**config.mk**
```make
export PLATFORM = sky130hd
export DESIGN_NAME = effects_pipeline
export DESIGN_NICKNAME = d
export VERILOG_FILES = /design/src/rtl/effects_pkg.sv /design/src/rtl/effects_gain_clip.sv /design/src/rtl/effects_pipeline.sv
export SDC_FILE = /design/constraint.sdc
export NUM_CORES = 1
export LEC_CHECK = 0
export BUFFER_PORTS_ARGS = -buffer_cell sky130_fd_sc_hd__buf_2
export CORE_ASPECT_RATIO = 1.4
export CORE_MARGIN = 2
export CORE_UTILIZATION = 59
export CTS_BUF_LIST = sky130_fd_sc_hd__clkbuf_8 sky130_fd_sc_hd__clkbuf_16
export CTS_CLUSTER_DIAMETER = 60
export DETAILED_ROUTE_END_ITERATION = 7
export GPL_ROUTABILITY_DRIVEN = 0
export GPL_TIMING_DRIVEN = 0
export HOLD_SLACK_MARGIN = 0.1
export PLACE_DENSITY = 0.78
export SYNTH_ARGS = -nofsm -noshare
export SYNTH_HDL_FRONTEND = slang
export SYNTH_SLANG_ARGS = --single-unit
export TNS_END_PERCENT = 1
```
**constraint.sdc**
```tcl
create_clock -name clk -period 6.6 [get_ports clk]
set_input_delay 0.99 -clock clk [delete_from_list [all_inputs] [get_ports clk]]
set_output_delay 0.99 -clock clk [all_outputs]
set_load 0.03 [all_outputs]
```
**src/rtl/effects_pkg.sv**
```systemverilog
// Shared types and default constants for the guitar-effects gain/clip datapath.
package effects_pkg;

  localparam int SAMPLE_BITS        = 12;
  localparam int GAIN_BITS          = 11;
  localparam int GAIN_FRAC          = 5;
  localparam int GAIN_UNITY         = 32;
  localparam int CLIP_LEVEL_DEFAULT = 2047;

  typedef logic signed [SAMPLE_BITS-1:0] sample_t;
  typedef logic        [GAIN_BITS-1:0]   gain_t;

endpackage

```
**src/rtl/effects_gain_clip.sv**
```systemverilog
// Combinational datapath for the gain stage (multiply, arithmetic shift) and the
// symmetric hard-clip stage; the caller supplies and registers between them.
module effects_gain_clip
  import effects_pkg::*;
#(
  parameter int SAMPLE_W   = SAMPLE_BITS,
  parameter int GAIN_W     = GAIN_BITS,
  parameter int GAIN_FRAC  = effects_pkg::GAIN_FRAC,
  parameter int CLIP_LEVEL = CLIP_LEVEL_DEFAULT
) (
  input  logic [SAMPLE_W-1:0]             sample,
  input  logic [GAIN_W-1:0]               gain,
  input  logic [SAMPLE_W+GAIN_W:0]        scaled_in,
  output logic [SAMPLE_W+GAIN_W:0]        scaled,
  output logic [SAMPLE_W-1:0]             clipped
);

  localparam int PROD_W = SAMPLE_W + GAIN_W + 1;
  localparam logic signed [PROD_W-1:0] CLIP_POS = PROD_W'(CLIP_LEVEL);
  localparam logic signed [PROD_W-1:0] CLIP_NEG = -CLIP_POS;

  logic signed [PROD_W-1:0] s_ext;
  logic signed [PROD_W-1:0] g_ext;
  logic signed [PROD_W-1:0] product;
  logic signed [PROD_W-1:0] scaled_s;

  // Gain is zero-extended so the product stays a signed x unsigned result.
  assign s_ext   = PROD_W'($signed(sample));
  assign g_ext   = PROD_W'({1'b0, gain});
  assign product = s_ext * g_ext;
  assign scaled  = product >>> GAIN_FRAC;

  assign scaled_s = scaled_in;

  always_comb begin
    clipped = scaled_s[SAMPLE_W-1:0];
    if (scaled_s > CLIP_POS)
      clipped = SAMPLE_W'(CLIP_LEVEL);
    else if (scaled_s < CLIP_NEG)
      clipped = SAMPLE_W'(-CLIP_LEVEL);
  end

endmodule

```
**src/rtl/effects_pipeline.sv**
```systemverilog
// Three-stage valid-gated effects pipeline: capture, gain, clip; output is the
// stage-3 register sign-extended to OUT_W.
module effects_pipeline
  import effects_pkg::*;
#(
  parameter int SAMPLE_W   = SAMPLE_BITS,
  parameter int GAIN_W     = GAIN_BITS,
  parameter int GAIN_FRAC  = effects_pkg::GAIN_FRAC,
  parameter int CLIP_LEVEL = CLIP_LEVEL_DEFAULT,
  parameter int OUT_W      = 32
) (
  input  logic                clk,
  input  logic                rst,
  input  logic                valid,
  input  logic [GAIN_W-1:0]   gain_value,
  input  logic [SAMPLE_W-1:0] sample_in,
  output logic [OUT_W-1:0]    sample_out
);

  localparam int PROD_W = SAMPLE_W + GAIN_W + 1;

  logic [SAMPLE_W-1:0] s1_sample;
  logic [GAIN_W-1:0]   s1_gain;
  logic [PROD_W-1:0]   s2_scaled;
  logic [SAMPLE_W-1:0] s3_result;
  logic [PROD_W-1:0]   scaled_next;
  logic [SAMPLE_W-1:0] clipped_next;

  effects_gain_clip #(
    .SAMPLE_W   (SAMPLE_W),
    .GAIN_W     (GAIN_W),
    .GAIN_FRAC  (GAIN_FRAC),
    .CLIP_LEVEL (CLIP_LEVEL)
  ) u_gain_clip (
    .sample    (s1_sample),
    .gain      (s1_gain),
    .scaled_in (s2_scaled),
    .scaled    (scaled_next),
    .clipped   (clipped_next)
  );

  // All stages advance together on valid; with valid low everything holds.
  always_ff @(posedge clk) begin
    if (rst) begin
      s1_sample <= '0;
      s1_gain   <= '0;
      s2_scaled <= '0;
      s3_result <= '0;
    end else if (valid) begin
      s1_sample <= sample_in;
      s1_gain   <= gain_value;
      s2_scaled <= scaled_next;
      s3_result <= clipped_next;
    end
  end

  assign sample_out = {{(OUT_W-SAMPLE_W){s3_result[SAMPLE_W-1]}}, s3_result};

endmodule

```
# After elaboration in Yosys (flattened, before gate mapping)
# Index checks and enable logic that the tools add are counted.
# Widths: inputs -> output; s select.
dict set report word_totals {
  regBits 54
  output_inout_bits 32
  inputBits 26
  elab_cells 9
}
dict set report op_classes {
  n_mux 2
  mul 1
  order_cmp 2
}
# op count
set op_table {}
lappend op_table {{$mul 12x12->24} 1}
lappend op_table {{$mux 12} 2}
lappend op_table {{$gt 19x12->1 const B} 1}
lappend op_table {{$lt 19x12->1 const B} 1}

# Logic depth before layout (Yosys ltp)
dict set report depth {
  ltp_word 3
  depth_mapped 20
  ltp_nobuf 18
}

# Modules after synthesis
# A second synthesis with hierarchy kept.
dict set report hier_totals {
  hier_cells 861
  area_unflattened_um2 7627.3
}
# module instances area_each_um2 cells_per_inst seq_area_each_um2
set modules_own_cells {}
lappend modules_own_cells {effects_gain_clip 1 5385.2 650 0.0}
lappend modules_own_cells {effects_pipeline 1 2242.2 211 1181.1}

# Worst setup path after synthesis
# Ideal clock, no wire load.
dict set report synth_path {
  kind {reg2reg}
  from {reg s1_gain[3]}
  to {reg, netlist name s2_scaled[18]}
  setup_ns 0.120
  slack_ns 1.150
  synth_period_minus_slack_ns 5.450
  stages_incl_launch_ff 20
  n_path_buf 1
  arrival_time_ns 5.329
  required_time_ns 6.480
  path_cell_list {dfxtp_1 > clkbuf_1 > nand2_1 > inv_1 > fa_1 > fa_1 > inv_1 > fa_1 > inv_1 > fa_1 > inv_1 > fa_1 > inv_1 > ha_1 > nand4_1 > o22ai_1 > or4b_2 > o211ai_1 > or3_1 > nand3_1}
}
dict set report synth_between {
  elab_chain_len 1
}
# item line
set synth_lines {}
lappend synth_lines {{start, declared} effects_pipeline.sv:23} ;# logic [GAIN_W-1:0] s1_gain;
lappend synth_lines {{start signal, assigned} effects_pipeline.sv:51} ;# s1_gain <= gain_value;
lappend synth_lines {{$mul 12x12->24} effects_gain_clip.sv:30} ;# assign product = s_ext * g_ext;
# Every way passes these cells.
# A chain may end at the register's enable or synchronous reset.

# Worst setup path after layout
dict set report layout_path {
  from {reg s1_gain[3]}
  to {reg, netlist name s2_scaled[18]}
}
dict set report layout_between {
  elab_chain_len 1
}
# item line
set layout_lines {}
lappend layout_lines {{$mul 12x12->24} effects_gain_clip.sv:30}
# Every way passes these cells.

==> flow_summary.ini <==
[timing]
fmax_mhz = 163
hold_slack_ns = 0.461
rsz0062_at_grt = false
slew_headroom_pct = 26.1
finalCriticalPeriod_ns = 6.13
worst_pin_slew_ns = 1.11
setup_viol = 0
final_hold_viol_count = 0
skew_ns = 0.00922
post-route-period-util_pct = 92.9
tns_ns = 0
finalMaxSlewViolations = 0

[logic_synthesis]
yosys_warnings = 0
synthTopCellsByArea = fa_1 34%, dfxtp_1 15%, inv_1 8.6%
synth_top_cell_area_share_pct = 34.0
netlist-cell-type-count = 49
synth_enable_flop_cells = 0
yosysMostFrequentCell = inv_1
synthesis.nets = 1046
syn_inst = 845
netlist_area_sq_um = 7370
ys_seq_area_share_pct = 14.7
async_flop_share_pct = 0
synth_top_area_cell = fa_1
synthTopCellsByCount = 168 x inv_1, 125 x fa_1, 111 x nand2_1, 54 x dfxtp_1, 50 x ha_1
ys.flop_type = dfxtp_1
syn_area_per_cell_sq_um = 8.72
synth.ff_latch_count = 54

[grt]
grt_pass1_wl_microns = 30900
antenna_found_initial = 0
track_usage_pct = 29.5
grt-ovfl-total = 0
grt_pass1_vias = 6526
grt_start_max_net_pins = 23

[worst_setup_path]
worstPathRequired_ns = 6.79
startpoint_type = flop
crit_path_end_kind = flop
critPathKind = reg -> reg
path_max_fanout = 10
cp.arrival_ns = 6.32

[cts]
path_clk_slew_ns = 0.07
h-tree-depth = 2
post_cts_resized = 0
cts.sinks = 54
clock_latency_ns = 0.30
root_buffer = clkbuf_16
numCtsBuffers = 5
tritoncts = built
ctsLongestPathBuffers = 2
cts_hold_buf = 0
post_cts_buffers = 0

[floorplan]
fp.dieW_microns = 98.5
dieArea_sq_um = 13400
io_pins = 58
row_count = 48
die_h_microns = 136
initial_core_util_pct = 60.1
coreArea_sq_um = 12300

[min_path]
hold_class = reg -> reg

[detailed_routing]
post_drt_wl_per_cell_microns = 17.3
drt-initial-drc-count = 270
drc = 0
ant_nets = 0
dr.pass1.iters = 4
routed_wl_microns = 18300
vias = 5973
drt-vias-per-instance = 5.65

[power]
p_leak_nw = 4.09
ir_drop_mv = 0.115
power.density_nw_per_um2 = 145

[layout]
nNetsFinal = 1108
drive_gt1_share_pct = 9.91
syn2layout_area_growth_pct = 8.69
final_area_sq_um = 8010
num_antenna_cells = 0

[place]
dp_hpwl_microns = 14900
post_dp_cell_area_sq_um = 7830
portBuffers = 55

[run]
max_cap_violations = 0

[status]
outcome = complete, no violations
==> flip-flops by register name (all words and copies together) (netlist names) <==
register / count
s2_scaled: 19
s1_sample: 12
s3_result: 12
s1_gain: 11
==> layout by cell type (no fill, tap or decap), drive strengths merged, types with 5 or more instances in the layout <==
cell type / n
fa: 125
buf: 78
or3: 9
mux2i: 26
nand3: 8
ha: 50
o211ai: 16
a21oi: 36
a21o: 7
a211oi: 5
clkbuf: 43
nor4: 7
inv: 169
o21ai: 14
xnor2: 10
nand2: 111
nor2: 39
and2: 46
dfxtp: 54
nor3: 10
==> cells by family after synthesis <==
| kind of cell | Yosys count | share of synthesized area (%) |
|---|---|---|
| AO/OA/AOI/OAI | 105 | 9.65 |
| XOR/XNOR | 12 | 1.43 |
| adder cells (fa/ha/maj) | 175 | 42.5 |
| buffers and inverters | 228 | 12.6 |
| flip-flops | 54 | 14.7 |
| multiplexers | 26 | 3.53 |
| AND/OR/NAND/NOR | 245 | 15.6 |
==> metrics by stage <==
stage / utilization, % / setup slack, ns / total power, mW / cells
after floorplan: - / 1.15 / 0.720 / 845
after global placement: 63.9 / 0.538 / 0.829 / 1050
after detailed placement: 63.9 / 0.471 / 0.844 / 1050
after CTS: 65.4 / 0.437 / 1.17 / 1058
after global routing: 65.4 / 0.144 / 1.24 / 1058
final: 65.4 / 0.471 / 1.16 / 1058
==> worst max-delay path, stage by stage (launching register included) <==
cell	delay [ns]
dfxtp_1	0.37
clkbuf_1	0.46
nand2_1	0.20
inv_1	0.15
fa_1	0.58
fa_1	0.71
inv_1	0.13
fa_1	0.54
inv_1	0.06
fa_1	0.54
inv_1	0.06
fa_1	0.53
inv_1	0.04
ha_1	0.37
nand4_1	0.18
o22ai_1	0.10
or4b_2	0.64
o211ai_1	0.13
or3_1	0.14
nand3_1	0.07
==> final timing paths <==
kind,start,endpoint,slack (ns),cells after the start
worst max-delay path,s1_gain[3],s2_scaled[18],0.47,19
worst min-delay path,s3_result[4],s3_result[4],0.46,2
worst max register to register,s1_gain[3],s2_scaled[18],0.47,19
worst min register to register,s3_result[4],s3_result[4],0.46,2
==> power breakdown <==
group	internal [mW]	switching [mW]
sequential	0.359	0.0263
clock	0.191	0.130
combinational	0.170	0.284
total	0.721	0.440
==> layout make-up <==
type / instances / area [sq um]
multi-input cells: 563 / 5360
fillers: 1068 / 4240
flip-flops and latches: 54 / 1080
inverters: 168 / 631
plain buffers: 60 / 300
repair buffers: 55 / 275
well taps: 150 / 188
clock buffers: 6 / 139
clock inverters: 2 / 38.8
==> layer usage <==
metal  global-route usage, %  wire length [microns]  share of wire, %  up-vias
li1                        -                      -                 -     2746
met1                    31.9                   6600                36     2967
met2                    56.0                   9960                54      189
met3                    3.29                    699               3.8       71
met4                    15.4                   1050               5.7        0
met5                       0                      0                 0        -
Power figures use the tool's default switching activity.
